## src/rtl/rat_int_ctrl.sv

```systemverilog
// Purpose: RAT MCU interrupt controller; syncs/edge-detects sources, masks, arbitrates, handshakes with CU.
// Latency: source rise sampled at edge 0 -> pending at edge 2 -> INT_REQ at edge 3; RD_DATA combinational.
// Backpressure: INT_REQ is held with a frozen INT_ID until INT_ACK or until nothing stays eligible.
module rat_int_ctrl #(
    parameter int          N_SRC   = 4,
    parameter logic [7:0]  MASK_ID = 8'hE0,
    parameter logic [7:0]  PEND_ID = 8'hE1,
    parameter logic [7:0]  STAT_ID = 8'hE2
) (
    input  logic             CLK,
    input  logic             RESET_N,
    input  logic [N_SRC-1:0] INT_SRC,
    input  logic [7:0]       PORT_ID,
    input  logic [7:0]       OUT_PORT,
    input  logic             IO_STRB,
    input  logic             I_SET,
    input  logic             I_CLR,
    input  logic             INT_ACK,
    output logic             INT_REQ,
    output logic [2:0]       INT_ID,
    output logic             I_FLAG,
    output logic [7:0]       RD_DATA
);

    typedef enum logic [1:0] {
        IDLE    = 2'd0,
        REQ     = 2'd1,
        SERVICE = 2'd2
    } state_t;

    state_t             state, state_next;
    logic               req_next;
    logic [2:0]         id_next;

    logic [N_SRC-1:0]   sync1, sync2, src_d;
    logic [N_SRC-1:0]   rise;
    logic [N_SRC-1:0]   pending, mask;
    logic [N_SRC-1:0]   eligible;
    logic [N_SRC-1:0]   pend_clr;
    logic [N_SRC-1:0]   id_onehot;
    logic [2:0]         winner;
    logic               ack_ok;
    logic               mask_wr, pend_wr;
    logic [7:0]         mask_ext, pend_ext;
    logic               unused_out_port;

    // Upper write-data bits are not needed when fewer than 8 sources exist.
    assign unused_out_port = ^OUT_PORT;

    assign mask_wr = IO_STRB && (PORT_ID == MASK_ID);
    assign pend_wr = IO_STRB && (PORT_ID == PEND_ID);
    // An acknowledge only counts while a request is actually outstanding.
    assign ack_ok  = INT_ACK && (state == REQ);

    // Two-flop synchroniser followed by a delay flop used for rising-edge detection.
    always_ff @(posedge CLK or negedge RESET_N) begin
        if (!RESET_N) begin
            sync1 <= '0;
            sync2 <= '0;
            src_d <= '0;
        end else begin
            sync1 <= INT_SRC;
            sync2 <= sync1;
            src_d <= sync2;
        end
    end

    // A held level produces a single rise pulse; a new edge is required to re-arm.
    assign rise = sync2 & ~src_d;

    // One-hot of the frozen id and the combined clear vector for the pending register.
    always_comb begin
        id_onehot = '0;
        for (int i = 0; i < N_SRC; i++) begin
            id_onehot[i] = (INT_ID == 3'(i));
        end
        pend_clr = '0;
        if (ack_ok) begin
            pend_clr = pend_clr | id_onehot;
        end
        if (pend_wr) begin
            pend_clr = pend_clr | OUT_PORT[N_SRC-1:0];
        end
    end

    // Pending register: a new edge wins over any clear in the same cycle.
    always_ff @(posedge CLK or negedge RESET_N) begin
        if (!RESET_N) begin
            pending <= '0;
        end else begin
            pending <= (pending & ~pend_clr) | rise;
        end
    end

    // Software mask register, 1 = source enabled.
    always_ff @(posedge CLK or negedge RESET_N) begin
        if (!RESET_N) begin
            mask <= '0;
        end else if (mask_wr) begin
            mask <= OUT_PORT[N_SRC-1:0];
        end
    end

    // Global I flag: clear (CLI or interrupt entry) dominates set.
    always_ff @(posedge CLK or negedge RESET_N) begin
        if (!RESET_N) begin
            I_FLAG <= 1'b0;
        end else if (I_CLR || ack_ok) begin
            I_FLAG <= 1'b0;
        end else if (I_SET) begin
            I_FLAG <= 1'b1;
        end
    end

    assign eligible = I_FLAG ? (pending & mask) : '0;

    // Fixed-priority encoder: scanning downward leaves the lowest set index.
    always_comb begin
        winner = 3'd0;
        for (int i = N_SRC - 1; i >= 0; i--) begin
            if (eligible[i]) begin
                winner = 3'(i);
            end
        end
    end

    // FSM state and registered request/id outputs.
    always_ff @(posedge CLK or negedge RESET_N) begin
        if (!RESET_N) begin
            state   <= IDLE;
            INT_REQ <= 1'b0;
            INT_ID  <= 3'd0;
        end else begin
            state   <= state_next;
            INT_REQ <= req_next;
            INT_ID  <= id_next;
        end
    end

    // FSM next state: request, wait for ack or withdraw, then hold until RETIE.
    always_comb begin
        state_next = state;
        req_next   = INT_REQ;
        id_next    = INT_ID;
        case (state)
            IDLE: begin
                req_next = 1'b0;
                if (|eligible) begin
                    state_next = REQ;
                    req_next   = 1'b1;
                    id_next    = winner;
                end
            end
            REQ: begin
                // INT_ID stays frozen here so a later, higher-priority source cannot pre-empt.
                if (INT_ACK) begin
                    state_next = SERVICE;
                    req_next   = 1'b0;
                end else if (~|eligible) begin
                    state_next = IDLE;
                    req_next   = 1'b0;
                end
            end
            SERVICE: begin
                // No nesting: nothing is requested until the handler returns.
                req_next = 1'b0;
                if (I_SET) begin
                    state_next = IDLE;
                end
            end
            default: begin
                state_next = IDLE;
                req_next   = 1'b0;
            end
        endcase
    end

    // Zero-extended register views for the read mux.
    always_comb begin
        mask_ext = '0;
        pend_ext = '0;
        mask_ext[N_SRC-1:0] = mask;
        pend_ext[N_SRC-1:0] = pending;
    end

    // Combinational read data for the IN_PORT mux.
    always_comb begin
        RD_DATA = 8'h00;
        if (PORT_ID == MASK_ID) begin
            RD_DATA = mask_ext;
        end else if (PORT_ID == PEND_ID) begin
            RD_DATA = pend_ext;
        end else if (PORT_ID == STAT_ID) begin
            RD_DATA = {I_FLAG, state, 2'b00, INT_ID};
        end
    end

endmodule

```

## config.mk

```make
export PLATFORM = sky130hd
export DESIGN_NAME = rat_int_ctrl
export DESIGN_NICKNAME = d
export VERILOG_FILES = /design/src/rtl/rat_int_ctrl.sv
export SDC_FILE = /design/constraint.sdc
export NUM_CORES = 1
export LEC_CHECK = 0
export ABC_AREA = 1
export CORE_MARGIN = 3
export CORE_UTILIZATION = 29
export DETAILED_ROUTE_END_ITERATION = 10
export HOLD_SLACK_MARGIN = 0.03
export PLACE_DENSITY_LB_ADDON = 0.15
export SYNTH_ARGS = -nofsm -noshare
export SYNTH_HDL_FRONTEND = slang
export SYNTH_SLANG_ARGS = --single-unit
```

## constraint.sdc

```tcl
create_clock -name CLK -period 2.8 [get_ports CLK]
set_input_delay 0.42 -clock CLK [delete_from_list [all_inputs] [get_ports CLK]]
set_output_delay 0.42 -clock CLK [all_outputs]
set_load 0.005 [all_outputs]
```

Word level (Yosys, flattened, before mapping):

Index checks and enable logic that the tools add are counted.

* equal/unequal tests: 11
* muxes and demuxes: 21
* bitwise logic cells: 7
* reductions and logical operators: 10

Operators by type and width (count)
* $eq 8x8->1 const B: 3
* $mux 8: 3
* $and 4x4->4: 3
* $mux 4: 3
* $mux 2: 5
* $mux 3: 3
* $not 4->4: 2
* $or 4x4->4: 2
* $eq 3x2->1 const B: 2
* $pmux 2 s3: 1
* $mux 1: 5
* $ne 2x2->1 const B: 2
* $reduce_or 4->1: 1
* $eq 3x1->1 const B: 1
* $logic_and 1x1->1: 3
* $logic_not 3->1: 1
* $ne 3x3->1 const B: 1
* $reduce_and 3->1: 1
* $eq 2x1->1 const B: 1
* $eq 2x2->1 const B: 1
* $logic_not 2->1: 1
* $pmux 1 s2: 1
* $reduce_and 2->1: 1
* $reduce_bool 2->1: 1
* $logic_or 1x1->1: 1

* register bits: 27
* output and inout bits: 13

Depth between registers and ports, before layout:

* depth after elaboration: 8
* mapped depth: 7
* depth with buffers taken out: 6

Worst setup path after synthesis:

No wires, ideal clock.

* path type: input to output
* start point: input PORT_ID[4]
* end point: output RD_DATA[5]
* arrival: 1.002 ns
* data required time: 2.380 ns
* slack: 1.378 ns
* cell stages on the path: 6
* buffers on the path: 1
* cells stage by stage: inv_1 -> nand2_1 -> nor2_4 -> buf_6 -> nand4_4 -> nor2_1

* word-level cells in the longest chain between the ends: 4

RTL lines
* start: declaration: line 13 `input logic [7:0] PORT_ID,`
* $eq 8x8->1: line 193 `end else if (PORT_ID == STAT_ID) begin`
* $mux 8: line 193
* $mux 8: line 191 `end else if (PORT_ID == PEND_ID) begin`
* $mux 8 *: line 189 `if (PORT_ID == MASK_ID) begin`
* end: declaration: line 22 `output logic [7:0] RD_DATA`

Every way passes the cells marked *; elsewhere a longest branch is shown, timed or not.

Worst setup path in the final report:

* start point: input PORT_ID[1]
* end point: output RD_DATA[2]

Same word-level chain as after synthesis.

==> results.sh <==
export IMPL_ys_types=23
export IMPL_placedCellCount=230
export IMPL_vias_per_cell=4.39
export IMPL_final_nets=211
export IMPL_grt_pass1_vias=969
export IMPL_synth_area_top_cells="dfrtp_1, nand2_1, inv_1"
export IMPL_final_common_cell="nand2_1"
export IMPL_root_buffer="clkbuf_8"
export IMPL_antenna_cells=0
export IMPL_cts_htree_levels=1
export IMPL_dieArea_um2=5070
export IMPL_drtIter0Drc=36
export IMPL_finalHoldViolations=0
export IMPL_fillers=412
export IMPL_cts_resized_gates=0
export IMPL_worstPathRequired_ns=2.38
export IMPL_max_freq_mhz=408
export IMPL_clkLatencyLatePin_ns=0.26
export IMPL_cts_sinks=26
export IMPL_die_h_um=71.2
export IMPL_antenna_found_initial=0
export IMPL_final_util=0.409
export IMPL_synth_area_um2=1230
export IMPL_finalCriticalPeriod_ns=2.45
export IMPL_power_total_w=0.000756
export IMPL_tritoncts="done"
export IMPL_final_cell_mix="nand2_1, clkdlybuf4s50_1, dfrtp_1, inv_1, nand3_1"
export IMPL_fin_crit_sh=0.876
export IMPL_area_delta_synth_final_pct=34.4
export IMPL_wl_um=2450
export IMPL_ys_seq_area_frac=0.527
export IMPL_cts_hold_buf=0
export IMPL_cts_buffer_depth=2
export IMPL_start_kind="input pin"
export IMPL_rsz0062_at_grt="false"
export IMPL_drv_cap=0
export IMPL_dr_total_vias=1023
export IMPL_drive_gt1_frac=0.0820
export IMPL_synth_top_area_share=0.527
export IMPL_dp_hpwl_um=1990
export IMPL_grt_overflow=0
export IMPL_powerDensity_nw_per_um2=456
export IMPL_post_cts_setup_buffers=0
export IMPL_grt_max_degree=27
export IMPL_grtUsageTotal=0.103
export IMPL_yosys_warnings=0
export IMPL_netlist_instances=147
export IMPL_ios=39
export IMPL_path_clk_slew_ns=0.08
export IMPL_syn_avg_cell_area_um2=8.39
export IMPL_ys_ff_latch=26
export IMPL_critPathMaxFanout=7
export IMPL_post_synth_top_area_cell="dfrtp_1"
export IMPL_start_util=0.304
export IMPL_gp_congestion=0.823
export IMPL_detail_route_drc_violations=0
export IMPL_cts_made_buffers=3
export IMPL_die_x_um=71.2
export IMPL_fin_setup_tns_ns=0
export IMPL_worstSetupPathType="in -> out"
export IMPL_worst_ir_drop_vdd_mv=0.272
export IMPL_coreArea_um2=4060
export IMPL_fin_cells=233
export IMPL_outcome="complete, no violations"
export IMPL_endpoint_kind="primary output"
export IMPL_hold_class="reg -> reg"
export IMPL_finalClockSkew_ns=0.000923
export IMPL_drv_slew=0
export IMPL_grt_pass1_wl_um=4210
export IMPL_rows=23
export IMPL_crit_arrival_ns=2.03
export IMPL_first_pass_iters=4
export IMPL_postRouteAntennaNets=0
export IMPL_leakagePower_nw=0.794
export IMPL_setup_viol=0
export IMPL_routedWlPerCell_um=10.5
export IMPL_port_buffer_count=32
-- per-layer routing --
layer	vias up	track usage	part of all wire
met3	2	0.0210	0.055
met5	-	0	0
met4	0	0.0376	0.0069
met2	23	0.180	0.51
li1	527	-	-
met1	471	0.125	0.43
-- cells in the mapped netlist --
library cell and count:
nor2_1 14, inv_2 2, o21ai_0 1, nor3_1 1, buf_4 2, inv_1 24
nand3b_1 1, nand4_1 4, o21a_1 1, buf_6 1, conb_1 1, nand2_2 1
a21oi_1 2, nor2_4 3, nand3_2 1, nand2_1 36, nand4_4 1, nand2_4 1
o31ai_1 1, dfrtp_1 26, o21ai_1 7, nor3b_1 1, nand3_1 15
-- flip-flops by register name (all words and copies together) (netlist names) --
signal	count
src_d	4
I_FLAG	1
pending	4
INT_ID	2
sync1	4
sync2	4
mask	4
INT_REQ	1
state	2
-- worst max-delay path: stages --
cell	delay [ns]
clkdlybuf4s50_1	0.47
inv_2	0.10
nand2_1	0.08
nor2_4	0.18
nand2_1	0.10
o21ai_1	0.14
clkdlybuf4s50_1	0.52
-- area by class of cell --
cell class                      count  area (µm²)  area share
Multi-Input combinational cell     93         463       0.279
Clock buffer                        3        41.3      0.0249
Timing Repair Buffer               35         343       0.207
Tap cell                           50        62.6      0.0377
Inverter                           26        97.6      0.0589
Sequential cell                    26         651       0.392
-- power by group --
group	total, W	switching [W]	internal (W)
Combinational	0.000129	0.0000627	0.0000665
Clock	0.000202	0.000106	0.0000961
Sequential	0.000425	0.0000233	0.000401
Total	0.000756	0.000191	0.000564
-- through the flow --
step	hold slack (ns)	area (µm²)	setup slack, ns
2_1_floorplan	0.124	1240	1.38
3_3_place_gp	0.333	1620	0.350
3_5_place_dp	0.335	1620	0.357
4_1_cts	0.354	1660	0.344
5_1_grt	0.363	1660	0.214
6_report	0.352	1660	0.347
-- cell families after synthesis --
| logic type | share of synthesized area |
|---|---|
| compound gates | 0.0527 |
| buf+inv | 0.100 |
| flops | 0.527 |
| other cells | 0.00304 |
| simple gates | 0.316 |
-- worst paths after layout --
kind	end	slack, ns	cells past startpoint	from
worst max-delay path	RD_DATA[2]	0.35	7	PORT_ID[1]
worst min-delay path	sync2[1]	0.35	0	sync1[1]
worst max register to register	INT_ID[0]	1.63	5	I_FLAG
worst min register to register	sync2[1]	0.35	0	sync1[1]
max in group asynchronous	pending[3]	2.04	2	RESET_N
min in group asynchronous	sync1[1]	0.51	2	RESET_N
Power figures use the tool's default switching activity.
